File: src/rtl/window_adder_if.sv
// Operand/result stream bundle for window_adder: operand pair in, window total out.
// The master side supplies operands and consumes results; the slave side is the adder.
interface window_adder_if #(
    parameter int WIDTH = 8,
    parameter int DEPTH = 4
);
    localparam int SUM_W = WIDTH + 1 + $clog2(DEPTH);

    logic             in_valid;
    logic             in_ready;
    logic [WIDTH-1:0] in_a;
    logic [WIDTH-1:0] in_b;
    logic             out_valid;
    logic             out_ready;
    logic [SUM_W-1:0] out_sum;
    logic             out_full;

    modport master (
        output in_valid, in_a, in_b, out_ready,
        input  in_ready, out_valid, out_sum, out_full
    );

    modport slave (
        input  in_valid, in_a, in_b, out_ready,
        output in_ready, out_valid, out_sum, out_full
    );
endinterface

File: src/rtl/window_adder.sv
// Streaming a+b adder reporting the total of the last DEPTH sums via a valid/ready register.
// Define WINDOW_ADDER_MEAN_EN to report the window total divided by DEPTH instead.
module window_adder #(
    parameter int WIDTH = 8,
    parameter int DEPTH = 4
) (
    input  logic         clk,
    input  logic         rst,
    input  logic         clear,
    window_adder_if.slave bus
);
    localparam int PTR_W = $clog2(DEPTH);
    localparam int S_W   = WIDTH + 1;
    localparam int SUM_W = WIDTH + 1 + PTR_W;
    localparam logic [PTR_W:0] FULL_CNT = (PTR_W + 1)'(DEPTH);

    logic [S_W-1:0]   buf_mem [DEPTH];
    logic [SUM_W-1:0] running;
    logic [PTR_W-1:0] wp;
    logic [PTR_W:0]   count;

    logic [SUM_W-1:0] out_sum_q;
    logic             out_valid_q;
    logic             out_full_q;

    logic             accept;
    logic [S_W-1:0]   s;
    logic [SUM_W-1:0] running_nxt;
    logic [PTR_W:0]   count_nxt;
    logic [SUM_W-1:0] result;

    // clear blocks acceptance outright so a flush never races a new sample.
    assign bus.in_ready = !clear && (!out_valid_q || bus.out_ready);
    assign accept       = bus.in_valid && bus.in_ready;

    assign s           = S_W'(bus.in_a) + S_W'(bus.in_b);
    // The evicted slot is zero until first written, so partial windows need no special case.
    assign running_nxt = running + SUM_W'(s) - SUM_W'(buf_mem[wp]);
    assign count_nxt   = (count == FULL_CNT) ? count : count + 1'b1;

`ifdef WINDOW_ADDER_MEAN_EN
    assign result = running_nxt >> PTR_W;
`else
    assign result = running_nxt;
`endif

    // NOTE: sequential state uses non-blocking assignments so every register samples pre-edge values.
    always_ff @(posedge clk or posedge rst) begin
        if (rst) begin
            // NOTE: the window memory is reset because partial-window totals rely on unwritten slots reading zero.
            for (int i = 0; i < DEPTH; i++) buf_mem[i] <= '0;
            running     <= '0;
            wp          <= '0;
            count       <= '0;
            out_sum_q   <= '0;
            out_valid_q <= 1'b0;
            out_full_q  <= 1'b0;
        end else if (clear) begin
            for (int i = 0; i < DEPTH; i++) buf_mem[i] <= '0;
            running     <= '0;
            wp          <= '0;
            count       <= '0;
            out_valid_q <= 1'b0;
        end else if (accept) begin
            buf_mem[wp] <= s;
            running     <= running_nxt;
            wp          <= wp + 1'b1;
            count       <= count_nxt;
            out_sum_q   <= result;
            out_full_q  <= (count_nxt == FULL_CNT);
            out_valid_q <= 1'b1;
        end else if (out_valid_q && bus.out_ready) begin
            out_valid_q <= 1'b0;
        end
    end

    assign bus.out_valid = out_valid_q;
    assign bus.out_sum   = out_sum_q;
    assign bus.out_full  = out_full_q;
endmodule

File: src/flat_wrapper.sv
// flat-port wrapper written by rule: the top's interface ports become plain ports
module window_adder_flat 
#(
    parameter int WIDTH = 8,
    parameter int DEPTH = 4
)
  (clk, rst, clear, bus_in_valid, bus_in_a, bus_in_b, bus_out_ready, bus_in_ready, bus_out_valid, bus_out_sum, bus_out_full);
  window_adder_if #(.WIDTH(WIDTH), .DEPTH(DEPTH)) bus_i ();
  input  logic clk;
  input  logic rst;
  input  logic clear;
  input wire logic [$bits(bus_i.in_valid)-1:0] bus_in_valid;
  input wire logic [$bits(bus_i.in_a)-1:0] bus_in_a;
  input wire logic [$bits(bus_i.in_b)-1:0] bus_in_b;
  input wire logic [$bits(bus_i.out_ready)-1:0] bus_out_ready;
  output wire logic [$bits(bus_i.in_ready)-1:0] bus_in_ready;
  output wire logic [$bits(bus_i.out_valid)-1:0] bus_out_valid;
  output wire logic [$bits(bus_i.out_sum)-1:0] bus_out_sum;
  output wire logic [$bits(bus_i.out_full)-1:0] bus_out_full;
  assign bus_i.in_valid = bus_in_valid;
  assign bus_i.in_a = bus_in_a;
  assign bus_i.in_b = bus_in_b;
  assign bus_i.out_ready = bus_out_ready;
  assign bus_in_ready = bus_i.in_ready;
  assign bus_out_valid = bus_i.out_valid;
  assign bus_out_sum = bus_i.out_sum;
  assign bus_out_full = bus_i.out_full;
  window_adder #(.WIDTH(WIDTH), .DEPTH(DEPTH)) u_core (.clk(clk), .rst(rst), .clear(clear), .bus(bus_i));
endmodule
File: config.mk
export PLATFORM = sky130hd
export DESIGN_NAME = window_adder_flat
export DESIGN_NICKNAME = d
export VERILOG_FILES = /design/src/rtl/window_adder_if.sv /design/src/rtl/window_adder.sv /design/src/flat_wrapper.sv
export SDC_FILE = /design/constraint.sdc
export NUM_CORES = 1
export LEC_CHECK = 0
export BUFFER_PORTS_ARGS = -buffer_cell sky130_fd_sc_hd__buf_2
export CAP_MARGIN = 5
export CORE_UTILIZATION = 49
export CTS_CLUSTER_DIAMETER = 200
export DETAILED_ROUTE_END_ITERATION = 8
export PLACE_DENSITY_LB_ADDON = 0.2
export SYNTH_ARGS = -nofsm -noshare
export SYNTH_HDL_FRONTEND = slang
export SYNTH_SLANG_ARGS = --single-unit
export TNS_END_PERCENT = 10
File: constraint.sdc
create_clock -name clk -period 6.55 [get_ports clk]
set_clock_uncertainty 0.05 [all_clocks]
set_input_delay 0.3275 -clock clk [delete_from_list [all_inputs] [get_ports clk]]
set_output_delay 0.3275 -clock clk [all_outputs]
set_load 0.05 [all_outputs]
==> flow_summary_export.csv <==
group,metric,value,unit
status,outcome,"finished, final reports clean",
clock_network,cts_tree,"done",
timing,worst_slew_pin_slew,921,ps
worst_setup_path,worstReg2RegEnd,"u_core.running[10]$_DFFE_PP0P_",
pwr,p_switching,0.677,mW
finish,multi_input_area,2030,sq um
timing,setup_viol,0,
timing,relSlewSlack,38.6,%
pwr,p_leak,2.01,nW
logic_synthesis,syn_area,3850,sq um
finish,drive_gt1_share,14.5,%
die,fp-row-count,31,
routing,wirelength,7690,microns
die,ios,35,
global_route,grt_pass1_vias,2878,
global_route,grt_pass1_wl,13700,microns
logic_synthesis,syn_nets,453,
routing,wire_per_inst,14.5,microns
global_route,antenna_found_initial,0,
finish,n_fill_cell,662,
clock_network,cts_resized,0,
clock_network,cts_root_buf,"clkbuf_8",
logic_synthesis,syn_avg_cell_area,9.69,sq um
die,dieArea,8210,sq um
logic_synthesis,ys_seq_area_share,42.3,%
logic_synthesis,ys_warn_count,0,
clock_network,htreeDepth,3,
die,die_height,90.6,microns
pwr,intPower,0.944,mW
clock_network,numCtsBuffers,9,
global_route,track_usage,21.3,%
die,die_w,90.6,microns
die,start_util,51.9,%
logic_synthesis,async_reset_ff_share,100,%
worst_setup_path,cp-end-kind,"register",
worst_setup_path,arrival,4180,ps
pwr,clkPwrFrac,21.0,%
routing,via_per_inst,5.28,
routing,first_pass_iters,4,
timing,rsz0062_at_grt,"no",
timing,slew_viol_final,0,
pwr,ir_worst_vdd,0.122,mV
logic_synthesis,synth_flop_cell,"dfrtp_1",
pwr,netSwitchingFraction,41.7,%
routing,remaining_drc_errors,0,
clock_network,clk_latency,340,ps
min_path,hp-class,"in -> async",
finish,mostFrequentLayoutCells,"dfrtp_1 (65), nand2_1 (53), buf_2 (34), nor2_1 (33), a21oi_1 (33)",
worst_setup_path,reg2reg_from,"u_core.wp[0]$_DFFE_PP0P_",
pwr,p_comb_share,47.5,%
die,core,7410,sq um
clock_network,clk_pin_slew_worst_paths,80,ps
global_route,grt.overflow.total,0,
global_route,grt_max_degree,57,
timing,hold_viol_final,0,
clock_network,cts_sinks,65,
finish,finish.utilization,57.9,%
worst_setup_path,path_class,"reg -> reg",
placed_design,hpwl,5400,microns
placed_design,place_congestion,0.803,
worst_setup_path,required,6730,ps
finish,n_antenna_cell,0,
timing,finalCritPeriodShare,61.0,%
flow_run,drv_cap,0,
clock_network,cts_setup_buffers,0,
logic_synthesis,synth-edff-count,0,
worst_setup_path,cp_max_fo,13,
logic_synthesis,ys_seq_elements,65,
routing,drtIter0Drc,106,
worst_setup_path,reg2reg_depth,10,
timing,fin_crit,4000,ps
finish,areaGrowthSynthToFinish,11.4,%
worst_setup_path,regToRegSetupSlack,2550,ps
routing,drtAntennaViolNets,0,
finish,final_common_cell,"dfrtp_1",
logic_synthesis,synth_cell_types,36,
pwr,p_per_area,378,nW/um^2
logic_synthesis,synth_cells,397,
worst_setup_path,startpoint_type,"register",
pwr,power_frac_seq,31.5,%
finish,nets,484,
clock_network,cts_hold_buf,0,
routing,vias,2808,
timing,fmax,250,MHz
placed_design,port_buffers,34,
finish,seqCellArea,1630,sq um
timing,setup_tns,0,ps
clock_network,clk_path_buf_depth,2,
## logic make-up (layout without fill, tap and decap cells)
| family | after synthesis | count (layout) | synth area share [%] |
|---|---|---|---|
| and+or+nand+nor | 130 | 130 | 16.4 |
| AOI/OAI and AO/OA | 87 | 87 | 12.7 |
| adders and majority gates | 35 | 35 | 13.3 |
| DFF | 65 | 65 | 42.3 |
| muxes | 12 | 12 | 6.18 |
| xor gates and xnor gates | 18 | 18 | 4.10 |
| buffers and inverters | 50 | 86 | 4.94 |
## cells in the mapped netlist (all sizes together) (3+ instances only)
master | count | area [sq um]
dfrtp | 65 | 1630
o21ai | 34 | 170
buf | 3 | 13.8
xor2 | 8 | 70.1
nand2 | 53 | 199
clkbuf | 14 | 52.6
mux4 | 9 | 203
nand3 | 6 | 30.0
a31oi | 5 | 31.3
nor2 | 33 | 124
xnor2 | 10 | 87.6
nor2b | 5 | 31.3
a21oi | 33 | 165
a21o | 5 | 37.5
inv | 33 | 124
fa | 10 | 200
ha | 25 | 313
nand3b | 25 | 188
## power by group through the flow
stage	Sequential [mW]	Clock [mW]	Combinational, mW
after CTS	0.512	0.348	0.773
final	0.511	0.340	0.770
after detailed placement	0.519	0	0.769
after global routing	0.522	0.362	0.866
after floorplan	0.617	0	0.517
after global placement	0.516	0	0.758
## sequential cells by signal, summed over array words and instances (netlist names)
register and flops:
u_core.running 11, u_core.count 3, u_core.bus.out_full 1, u_core.bus.out_valid 1
u_core.wp 2, u_core.bus.out_sum 11, u_core.buf_mem 36
## how the worst max path moves through the flow
stage	from	end	slack, ps	cells past startpoint
after CTS	u_core.wp[0]$_DFFE_PP0P_	u_core.running[10]$_DFFE_PP0P_	2520	10
after global placement	bus_in_b[0]	u_core.running[10]$_DFFE_PP0P_	2400	18
after detailed placement	bus_in_b[0]	u_core.running[10]$_DFFE_PP0P_	2300	18
final	u_core.wp[0]$_DFFE_PP0P_	u_core.running[10]$_DFFE_PP0P_	2550	10
after global routing	u_core.wp[0]$_DFFE_PP0P_	u_core.running[10]$_DFFE_PP0P_	2340	10
after floorplan	bus_in_b[0]	u_core.running[10]$_DFFE_PP0P_	2730	17
## metal layers
layer / vias up / GRT usage [%] / part of all wire (%)
met5: - / 0 / 0
met4: 0 / 8.33 / 1.7
met3: 10 / 4.63 / 3.9
met2: 65 / 32.8 / 45
met1: 1314 / 29.3 / 50
li1: 1419 / - / -
## stage by stage
| step | total power [mW] | area (sq um) | cells | setup slack, ps | hold WS, ps |
|---|---|---|---|---|---|
| floorplan | 1.13 | 3850 | 397 | 2730 | 407 |
| global placement | 1.27 | 4100 | 516 | 2400 | 402 |
| detailed placement | 1.29 | 4100 | 516 | 2300 | 405 |
| CTS | 1.63 | 4290 | 532 | 2520 | 29.6 |
| global route | 1.75 | 4290 | 532 | 2340 | 58.7 |
| finish | 1.62 | 4290 | 532 | 2550 | 7.58 |
## worst max-delay path: stages (launching register included)
cell and delay, ps:
dfrtp_1 810, mux4_2 630, fa_1 520, inv_1 70, fa_1 460, a21o_1 220, a221oi_2 380, nor2_1 120
mux2i_1 140, a21oi_1 170, mux2_4 310
## cell type report
type	instances	share of cell area, %
repair buffers	37	4.50
well taps	99	2.89
inverters	33	2.89
flip-flops and latches	65	37.9
multi-input cells	282	47.4
clock inverters	3	0.934
clock buffers	13	3.47
Power figures use the tool's default switching activity.
